--- src/rtl/core_pkg.sv ---
`default_nettype none
//============================================================================
// Module      : core_pkg
// Description : Shared types and default constants for the core pipeline
//               control logic.
// Revision    : 1.0 - initial release
//============================================================================
package core_pkg;

    localparam int NUM_STAGES_DEFAULT      = 5;
    localparam int REDIRECT_CYCLES_DEFAULT = 2;
    localparam int STAGE_IDX_W_DEFAULT     = $clog2(NUM_STAGES_DEFAULT);

    // Stage index sized for the default pipeline depth
    typedef logic [STAGE_IDX_W_DEFAULT-1:0] stage_idx_t;

    // Pipeline control sequencing states
    typedef enum logic [1:0] {
        CTRL_IDLE     = 2'd0,
        CTRL_DRAIN    = 2'd1,
        CTRL_REDIRECT = 2'd2
    } ctrl_state_e;

endpackage
`default_nettype wire

--- src/rtl/core_redirect_counter.sv ---
`default_nettype none
//============================================================================
// Module      : core_redirect_counter
// Description : Loadable saturating down-counter. 'active' is high while the
//               count is non-zero. A load overrides any count in progress.
// Revision    : 1.0 - initial release
//============================================================================
module core_redirect_counter #(
    parameter int WIDTH = 1
) (
    input  logic             clk,
    input  logic             rst,
    input  logic             load,
    input  logic [WIDTH-1:0] load_val,
    output logic             active
);

    logic [WIDTH-1:0] r_count;

    // Reload on request, otherwise count down and stick at zero
    always_ff @(posedge clk) begin
        if (rst) begin
            r_count <= '0;
        end else if (load) begin
            r_count <= load_val;
        end else if (r_count != '0) begin
            r_count <= r_count - 1'b1;
        end
    end

    assign active = (r_count != '0);

endmodule
`default_nettype wire

--- src/rtl/core_pipeline_control.sv ---
`default_nettype none
//============================================================================
// Module      : core_pipeline_control
// Description : Per-stage valid tracking and advance/flush generation for an
//               in-order pipeline, with branch redirects and precise traps.
//               Stage 0 is the youngest (fed by fetch), NUM_STAGES-1 oldest.
// Revision    : 1.0 - initial release
//============================================================================
module core_pipeline_control
    import core_pkg::*;
#(
    parameter int NUM_STAGES      = NUM_STAGES_DEFAULT,
    parameter int REDIRECT_CYCLES = REDIRECT_CYCLES_DEFAULT,
    parameter int STAGE_IDX_W     = $clog2(NUM_STAGES)
) (
    input  logic                   clk,
    input  logic                   rst,
    input  logic                   fetch_valid,
    input  logic [NUM_STAGES-1:0]  stage_busy,
    input  logic                   branch_en,
    input  logic [STAGE_IDX_W-1:0] branch_stage_idx,
    input  logic                   trap_req,
    input  logic [STAGE_IDX_W-1:0] trap_stage_idx,
    output logic [NUM_STAGES-1:0]  stage_valid,
    output logic [NUM_STAGES-1:0]  stage_advance,
    output logic [NUM_STAGES-1:0]  stage_flush,
    output logic                   invalidate_fetch,
    output logic                   trap_redirect,
    output logic                   pipeline_empty
);

    // A single-cycle window still needs a one-bit counter port
    localparam int               CNT_W        = (REDIRECT_CYCLES > 1) ? $clog2(REDIRECT_CYCLES) : 1;
    localparam logic [CNT_W-1:0] C_CNT_RELOAD = CNT_W'(REDIRECT_CYCLES - 1);

    ctrl_state_e            r_state;
    logic [STAGE_IDX_W-1:0] r_trap_idx;
    logic [NUM_STAGES-1:0]  r_valid;

    logic                   w_branch_ok;
    logic                   w_trap_ok;
    logic                   w_branch_acc;
    logic                   w_trap_acc;
    logic                   w_older_valid;
    logic                   w_cnt_load;
    logic                   w_cnt_active;
    logic                   w_inval;
    logic [NUM_STAGES-1:0]  w_hold;
    logic [NUM_STAGES-1:0]  w_flush;
    logic [NUM_STAGES-1:0]  w_valid_nxt;

    // Decide which redirect request (if any) is taken this cycle
    always_comb begin
        w_branch_ok  = branch_en && (int'(branch_stage_idx) < NUM_STAGES);
        w_trap_ok    = trap_req  && (int'(trap_stage_idx)   < NUM_STAGES);
        w_branch_acc = 1'b0;
        w_trap_acc   = 1'b0;
        case (r_state)
            CTRL_IDLE: begin
                // An older branch squashes the trapping instruction itself
                w_trap_acc   = w_trap_ok && !(w_branch_ok && (branch_stage_idx > trap_stage_idx));
                w_branch_acc = w_branch_ok && !w_trap_acc;
            end
            CTRL_DRAIN: begin
                // Only a branch older than the trap can cancel it
                w_branch_acc = w_branch_ok && (branch_stage_idx > r_trap_idx);
            end
            default: ;
        endcase
    end

    // Flush mask: stages younger than a branch, up to and including a trap
    always_comb begin
        w_flush       = '0;
        w_older_valid = 1'b0;
        for (int j = 0; j < NUM_STAGES; j++) begin
            w_flush[j] = (w_branch_acc && (j <  int'(branch_stage_idx))) ||
                         (w_trap_acc   && (j <= int'(trap_stage_idx)))   ||
                         ((r_state == CTRL_DRAIN) && (j <= int'(r_trap_idx)));
            if (j > int'(r_trap_idx)) begin
                w_older_valid = w_older_valid | r_valid[j];
            end
        end
    end

    generate
        for (genvar i = 0; i < NUM_STAGES; i++) begin : g_stage
            logic w_hold_s;
            logic w_load;

            // Stage i holds when a contiguous run of valid stages from i reaches a busy stage
            always_comb begin : p_hold
                logic w_run;
                w_run    = 1'b1;
                w_hold_s = 1'b0;
                for (int k = i; k < NUM_STAGES; k++) begin
                    w_run    = w_run & r_valid[k];
                    w_hold_s = w_hold_s | (w_run & stage_busy[k]);
                end
            end

            assign w_hold[i] = w_hold_s;

            if (i == 0) begin : g_head
                assign w_load = fetch_valid & ~w_inval;
            end else begin : g_body
                assign w_load = r_valid[i-1] & ~w_hold[i-1] & ~w_flush[i-1];
            end

            // Flush beats hold, hold beats load
            assign w_valid_nxt[i] = w_flush[i] ? 1'b0 : (w_hold[i] ? r_valid[i] : w_load);
        end
    endgenerate

    // Per-stage valid register
    always_ff @(posedge clk) begin
        if (rst) begin
            r_valid <= '0;
        end else begin
            r_valid <= w_valid_nxt;
        end
    end

    // Trap sequencing: drain older stages, then issue the trap redirect
    always_ff @(posedge clk) begin
        if (rst) begin
            r_state    <= CTRL_IDLE;
            r_trap_idx <= '0;
        end else begin
            case (r_state)
                CTRL_IDLE: begin
                    if (w_trap_acc) begin
                        r_state    <= CTRL_DRAIN;
                        r_trap_idx <= trap_stage_idx;
                    end
                end
                CTRL_DRAIN: begin
                    if (w_branch_acc) begin
                        r_state <= CTRL_IDLE;
                    end else if (!w_older_valid) begin
                        r_state <= CTRL_REDIRECT;
                    end
                end
                CTRL_REDIRECT: begin
                    r_state <= CTRL_IDLE;
                end
                default: begin
                    r_state <= CTRL_IDLE;
                end
            endcase
        end
    end

    // Both branch redirects and the trap redirect open a fresh invalidate window
    assign w_cnt_load = w_branch_acc | (r_state == CTRL_REDIRECT);

    core_redirect_counter #(
        .WIDTH    (CNT_W)
    ) u_redirect_counter (
        .clk      (clk),
        .rst      (rst),
        .load     (w_cnt_load),
        .load_val (C_CNT_RELOAD),
        .active   (w_cnt_active)
    );

    assign w_inval = w_branch_acc | w_trap_acc | (r_state != CTRL_IDLE) | w_cnt_active;

    assign stage_valid      = r_valid;
    assign stage_advance    = rst ? '0 : ~w_hold;
    assign stage_flush      = rst ? '0 : w_flush;
    assign invalidate_fetch = w_inval & ~rst;
    assign trap_redirect    = (r_state == CTRL_REDIRECT) & ~rst;
    assign pipeline_empty   = ~|r_valid;

    // Flag out-of-range stage indices; such requests are otherwise ignored
    always_ff @(posedge clk) begin
        if (!rst && branch_en) begin
            assert (int'(branch_stage_idx) < NUM_STAGES);
        end
        if (!rst && trap_req) begin
            assert (int'(trap_stage_idx) < NUM_STAGES);
        end
    end

endmodule
`default_nettype wire
--- config.mk ---
export PLATFORM = sky130hd
export DESIGN_NAME = core_pipeline_control
export DESIGN_NICKNAME = d
export VERILOG_FILES = /design/src/rtl/core_pkg.sv /design/src/rtl/core_redirect_counter.sv /design/src/rtl/core_pipeline_control.sv
export SDC_FILE = /design/constraint.sdc
export NUM_CORES = 1
export LEC_CHECK = 0
export ABC_AREA = 1
export BUFFER_PORTS_ARGS = -buffer_cell sky130_fd_sc_hd__buf_2
export CAP_MARGIN = 15
export CORE_ASPECT_RATIO = 0.8
export CORE_UTILIZATION = 49
export DETAILED_ROUTE_END_ITERATION = 6
export PLACE_DENSITY_LB_ADDON = 0.08
export SLEW_MARGIN = 15
export SYNTH_ARGS = -nofsm -noshare
export SYNTH_HDL_FRONTEND = slang
export SYNTH_SLANG_ARGS = --single-unit
--- constraint.sdc ---
create_clock -name clk -period 2.1 [get_ports clk]
set_clock_uncertainty 0.2 [all_clocks]
set_input_delay 0.315 -clock clk [delete_from_list [all_inputs] [get_ports clk]]
set_output_delay 0.315 -clock clk [all_outputs]
set_load 0.05 [all_outputs]
Word-level counts from Yosys, hierarchy flattened --
Cells that the tools add are included.
Operators by class: mux-type cells 14, $lt $le $gt $ge 21, reduce and logical (&&, ||, !) cells 42, add/subtract/negate cells 1, bitwise operators 64, equal/unequal tests 4
Operator list (count):
- $and 1x1->1 | 36
- $logic_and 1x1->1 | 19
- $or 1x1->1 | 17
- $le 2x3->1 const A | 4
- $logic_or 1x1->1 | 10
- $mux 5 | 2
- $not 1->1 | 10
- $reduce_or 2->1 | 5
- $mux 1 | 7
- $gt 2x3->1 const A | 2
- $gt 3x3->1 | 2
- $le 1x3->1 const A | 2
- $le 3x3->1 const A | 2
- $lt 1x3->1 const A | 2
- $lt 2x3->1 const A | 2
- $lt 3x3->1 const B | 2
- $mux 2 | 3
- $not 5->5 | 1
- $reduce_or 5->1 | 1
- $pmux 2 s2 | 1
- $reduce_and 2->1 | 2
- $gt 1x3->1 const A | 1
- $gt 3x3->1 const A | 1
- $logic_not 1->1 | 3
- 9 further kinds | 9
Word-level totals: input port bits 16, logic and storage cells 154, register bits after elaboration 11

Logic depth before layout (Yosys ltp) --
word-level depth 13, gate-level depth with buffers 12, mapped depth without buffers 12

By module --
From an unflattened synthesis, not the netlist that was laid out.
Unflattened totals: cell total of the unflattened synthesis 153, area total of the unflattened synthesis 1042.2 um^2
By module, submodules not included:
- core_pipeline_control | cells each 150, area an instance 1012.2 um^2, times used 1
- core_redirect_counter | cells each 3, area an instance 30.0 um^2, times used 1

Least setup slack after synthesis --
Ideal clock, no wire load.
path type input -> output, start point in trap_stage_idx[2], end point out stage_flush[3], stages on the path 9, arrival time 2.100 ns, path slack -0.515 ns, data required time 1.585 ns, path buffers 0, cells stage by stage inv_1 ha_1 a21oi_1 nand2_1 nand3_4 nand4_1 nor2_1 nor2_4 a21oi_1
On the way: cells in the longest elaborated chain, start to end 11, elaborated cells on any way between the ends 16, those cells by class 3 x order compare; 3 x mux; 10 x reduce/logical
Ends and longest elaborated chain:
- start: declaration | line core_pipeline_control.sv:23 | input logic [STAGE_IDX_W-1:0] trap_stage_idx,
- $gt 3x3->1 | line core_pipeline_control.sv:61 | w_trap_acc = w_trap_ok && !(w_branch_ok && (branch_stage_idx > trap_stage_idx));
- $logic_and 1x1->1 | line core_pipeline_control.sv:61
- $logic_not 1->1 | line core_pipeline_control.sv:61
- $logic_and 1x1->1 | line core_pipeline_control.sv:61
- $logic_not 1->1 | line core_pipeline_control.sv:62 | w_branch_acc = w_branch_ok && !w_trap_acc;
- $logic_and 1x1->1 | line core_pipeline_control.sv:62
- $pmux 1 s2 | line core_pipeline_control.sv:58 | case (r_state)
- $logic_and 1x1->1 | line core_pipeline_control.sv:77 | w_flush[j] = (w_branch_acc && (j < int'(branch_stage_idx))) ||
- $logic_or 1x1->1 * | line core_pipeline_control.sv:77
- $logic_or 1x1->1 * | line core_pipeline_control.sv:78 | (w_trap_acc && (j <= int'(trap_stage_idx))) ||
- $mux 5 * | line core_pipeline_control.sv:171 | assign stage_flush = rst ? '0 : w_flush;
- end: declaration | line core_pipeline_control.sv:26 | output logic [NUM_STAGES-1:0] stage_flush,
Mark *: on every way between the ends. The rest lies on a longest branch, timed or not.

Final worst setup path --
start point reg r_trap_idx[2], end point out stage_flush[0]
On the way: cells in the longest elaborated chain, start to end 7
Ends and longest elaborated chain:
- start: declaration | line core_pipeline_control.sv:37 | logic [STAGE_IDX_W-1:0] r_trap_idx;
- start signal: assignment | line core_pipeline_control.sv:134 | r_trap_idx <= trap_stage_idx;
- $gt 3x3->1 | line core_pipeline_control.sv:66 | w_branch_acc = w_branch_ok && (branch_stage_idx > r_trap_idx);
- $logic_and 1x1->1 | line core_pipeline_control.sv:66
- $pmux 1 s2 | line core_pipeline_control.sv:58
- $logic_and 1x1->1 | line core_pipeline_control.sv:77
- $logic_or 1x1->1 | line core_pipeline_control.sv:77
- $logic_or 1x1->1 | line core_pipeline_control.sv:78
- $mux 5 | line core_pipeline_control.sv:171
Every way passes these cells.

==> results by group <==
Global routing
  – Largest net degree at the start of global routing: 17
  – Initial antenna violation count: 0
  – Overall Global Routing Usage: 35.9%
  – Vias in the first global route: 1309
  – Global route total overflow: 0
  – First-pass GRT wire length: 5730 um

Floorplanning
  – Die area: 2230 um^2
  – Core Area: 1890 um^2
  – Die H: 42.4 um
  – Num rows: 14
  – Initial core utilization: 52.8%
  – Die Width: 52.5 um
  – I/O pin cnt: 34

Timing
  – Final Critical Period: 2.50 ns
  – Slew Viols, Final: 0
  – Max-slew headroom: 75.1%
  – Setup TNS: -1.94 ns
  – Final worst path period share: 119%
  – Final hold vios: 0
  – F_max: 0.400 GHz
  – RSZ-0062 raised after global routing: true
  – Worst Tran Pin Value: 0.372 ns
  – Final setup margin: -0.400 ns
  – Final Setup Violations: 7

Worst setup path
  – Critical path's most frequent cell: nand2_2
  – CP Capture Type: primary output
  – CP Cell Sequence: inv_2 > ha_4 > nand3_2 > nand2_2 > nand2_2 > a21oi_4 > nand4_1 > nand3_2 > nand2_2 > clkinvlp_4 > buf_8
  – CP max stage delay: 0.34 ns
  – CP max-delay cell: dfxtp_2
  – Worst Path Max Fanout: 6
  – R2R Setup Slk: 0.07 ns
  – CP Data Arrival Time: 1.99 ns
  – Critical path type: reg2out
  – CP Launch Type: flop
  – Worst Path Required: 1.58 ns

Synthesis
  – Post-synthesis mux area share: 0%
  – Yosys Warn Count: 0
  – Synth Area in Adders: 7.51%
  – Compound-cell area share of the yosys netlist: 18.5%
  – Main combinational cell family by area after synthesis: simple AND/OR/NAND/NOR gates
  – Avg Cell Area, Syn: 6.41 um^2
  – Syn Inst Count: 156
  – Syn_nets: 178
  – Post-synthesis cell type count: 27
  – Synthesized-area fraction occupied by and/or/nand/nor cells: 39.2%
  – Register area share after synthesis: 22.0%
  – XOR/XNOR share of the synthesized area: 0%
  – #FFs+latches synth: 11
  – Synthesized area: 1000 um^2

Place
  – Detailed Place HPWL: 2520 um
  – IO Port Bufs: 33
  – Worst setup slack after placement: -0.314 ns
  – Placer congestion estimate: 0.872

Route
  – WL/cell: 15.3 um
  – # DRC: 0
  – Via count: 1379
  – TritonRoute pass-1 iters: 5
  – DR vias/cell: 5.52
  – ANT nets after route: 0
  – DR iter-0 viols: 66
  – Routed wire length: 3810 um

Clock tree
  – CTS Hold Bufs: 0
  – CTS sink cnt: 11
  – CTS tree: yes
  – H-tree depth: 1
  – Clock root cell: clkbuf_4
  – Clk buf depth: 2
  – CTS Buf Count: 3
  – Clk slew on worst S/H paths: 0.10 ns
  – Worst-Skew Late Latency: 0.30 ns

Power
  – Pint: 444 uW
  – Peak supply drop: 0.000461 V
  – Sequential fraction of design power: 28.4%
  – Overall Power: 780 uW
  – Switching Fraction: 43.1%
  – Combinational Power Share: 49.6%
  – NetSw: 337 uW
  – Leak Pwr: 0.786 nW
  – Power Density: 460 nW/um^2
  – Fraction of power consumed by the clock network: 22.0%

Final layout
  – Layout cells sized above 1: 53.5%
  – Layout Area Growth over Synthesis: 69.8%
  – Antenna Cells: 0
  – Nets@finish: 249
  – Core Util, Final: 89.7%
  – Layout fillers: 87

Status
  – Outcome: finished with violations
  – Violated checks: negative setup slack

Flow run
  – Max-Cap Viols: 0

Worst hold path
  – Hold/Removal Path Class: in2reg
==> power by group through the flow <==
| stage | sequential (mW) | combinational (mW) | clock [mW] |
|---|---|---|---|
| 2_1_floorplan | 0.231 | 0.217 | 0 |
| 3_3_place_gp | 0.226 | 0.330 | 0 |
| 3_5_place_dp | 0.226 | 0.342 | 0 |
| 4_1_cts | 0.221 | 0.369 | 0.168 |
| 5_1_grt | 0.223 | 0.410 | 0.174 |
| 6_report | 0.222 | 0.387 | 0.171 |
==> cell usage after synthesis <==
cell	n	area (um^2)
a21oi_2	3	26.3
nor2_1	20	75.1
inv_2	2	7.51
nand3_4	1	17.5
nor2_2	3	18.8
a21boi_2	1	11.3
nor2_4	2	22.5
and2_1	1	6.26
nand4_1	9	56.3
nand4_2	1	12.5
dfxtp_1	11	220
inv_1	30	113
nor3_1	1	5.00
nand3b_1	1	7.51
nand2_2	2	12.5
nand3_2	1	10.0
o21a_4	1	15.0
o21ai_0	6	30.0
a21oi_4	1	16.3
o21ai_1	2	10.0
nor4_1	1	6.26
a21oi_1	14	70.1
a31oi_1	1	6.26
nand2_1	19	71.3
ha_1	6	75.1
clkbuf_1	2	7.51
nand3_1	14	70.1
==> per-stage QoR <==
stage / instances / hold slack, ns / cell area [um^2]
final: 250 / 0.127 / 1700
after global routing: 250 / 0.126 / 1700
after CTS: 249 / 0.106 / 1660
after detailed placement: 240 / 0.334 / 1530
after global placement: 240 / 0.303 / 1530
after floorplan: 156 / 0.255 / 1130
==> path summary, 6_finish.rpt <==
| kind | from | end | depth (start not counted) |
|---|---|---|---|
| setup reg to reg | r_trap_idx[2] | stage_valid[4] | 11 |
| hold reg to reg | stage_valid[4] | stage_valid[4] | 2 |
| setup / recovery | r_trap_idx[2] | stage_flush[0] | 11 |
| hold / removal | stage_busy[4] | stage_valid[4] | 3 |
==> cell usage in the layout, fill, tap and decap left out <==
cell type,Yosys,routed
a31oi_4,0,1
nand2_1,19,15
buf_6,0,6
o21ai_2,0,2
clkinv_2,0,1
nor2_4,2,5
a21oi_4,1,4
inv_2,2,6
nand3_2,1,3
ha_4,0,3
and2_1,1,1
nor2_2,3,3
dfxtp_1,11,7
buf_4,0,36
buf_8,0,1
nor2_1,20,17
a21oi_1,14,9
nor4_1,1,1
ha_1,6,3
clkinvlp_4,0,1
clkbuf_4,0,3
dfxtp_2,0,4
nand3b_1,1,1
nand3_1,14,11
nor3_2,0,1
nand4_1,9,9
nand2_2,2,6
a21boi_2,1,1
nand4_2,1,1
inv_1,30,25
a21oi_2,3,5
nand3_4,1,2
buf_2,0,25
o21ai_0,6,6
o21a_4,1,1
==> flip-flops by register name (all words and copies together) (netlist names) <==
name and flops:
stage_valid 5, r_trap_idx 3, r_state 2, u_redirect_counter.active 1
==> cells by family after synthesis <==
kind of cell             after synthesis
AO/OA/AOI/OAI                         29
adder cells (fa/ha/maj)                6
buffers and inverters                 34
flip-flops                            11
AND/OR/NAND/NOR                       76
==> layout make-up <==
class                           count  area (um^2)  share of cell area [%]
Clock buffer                        3         22.5                    1.33
Clock inverter                      1         5.00                   0.295
Inverter                           32          124                    7.30
Multi-Input combinational cell    111          813                    47.9
Sequential cell                    11          225                    13.3
Tap cell                           24         30.0                    1.77
Timing Repair Buffer               68          478                    28.2
==> critical path: cells and delay by family (launching register included) <==
| family | cells | cell delay, ns |
|---|---|---|
| DFF | 1 | 0.34 |
| buffers and inverters | 3 | 0.27 |
| AOI/OAI and AO/OA | 1 | 0.20 |
| and+or+nand+nor | 6 | 0.58 |
| adders and majority gates | 1 | 0.28 |
==> repair_timing <==
| action | 4_1_cts | 5_1_grt |
|---|---|---|
| pin swaps | 7 | 8 |
| setup endpoints to repair | 7 | 9 |
| gates resized for setup | 21 | 9 |
| setup buffers | 5 | 2 |
==> routing by layer <==
layer	wire (um)	GRT usage, %
met5	0	0
met4	189	16.8
met3	368	12.3
met2	1830	59.2
met1	1420	40.7
No activity file was read; power rests on OpenSTA's default activity.
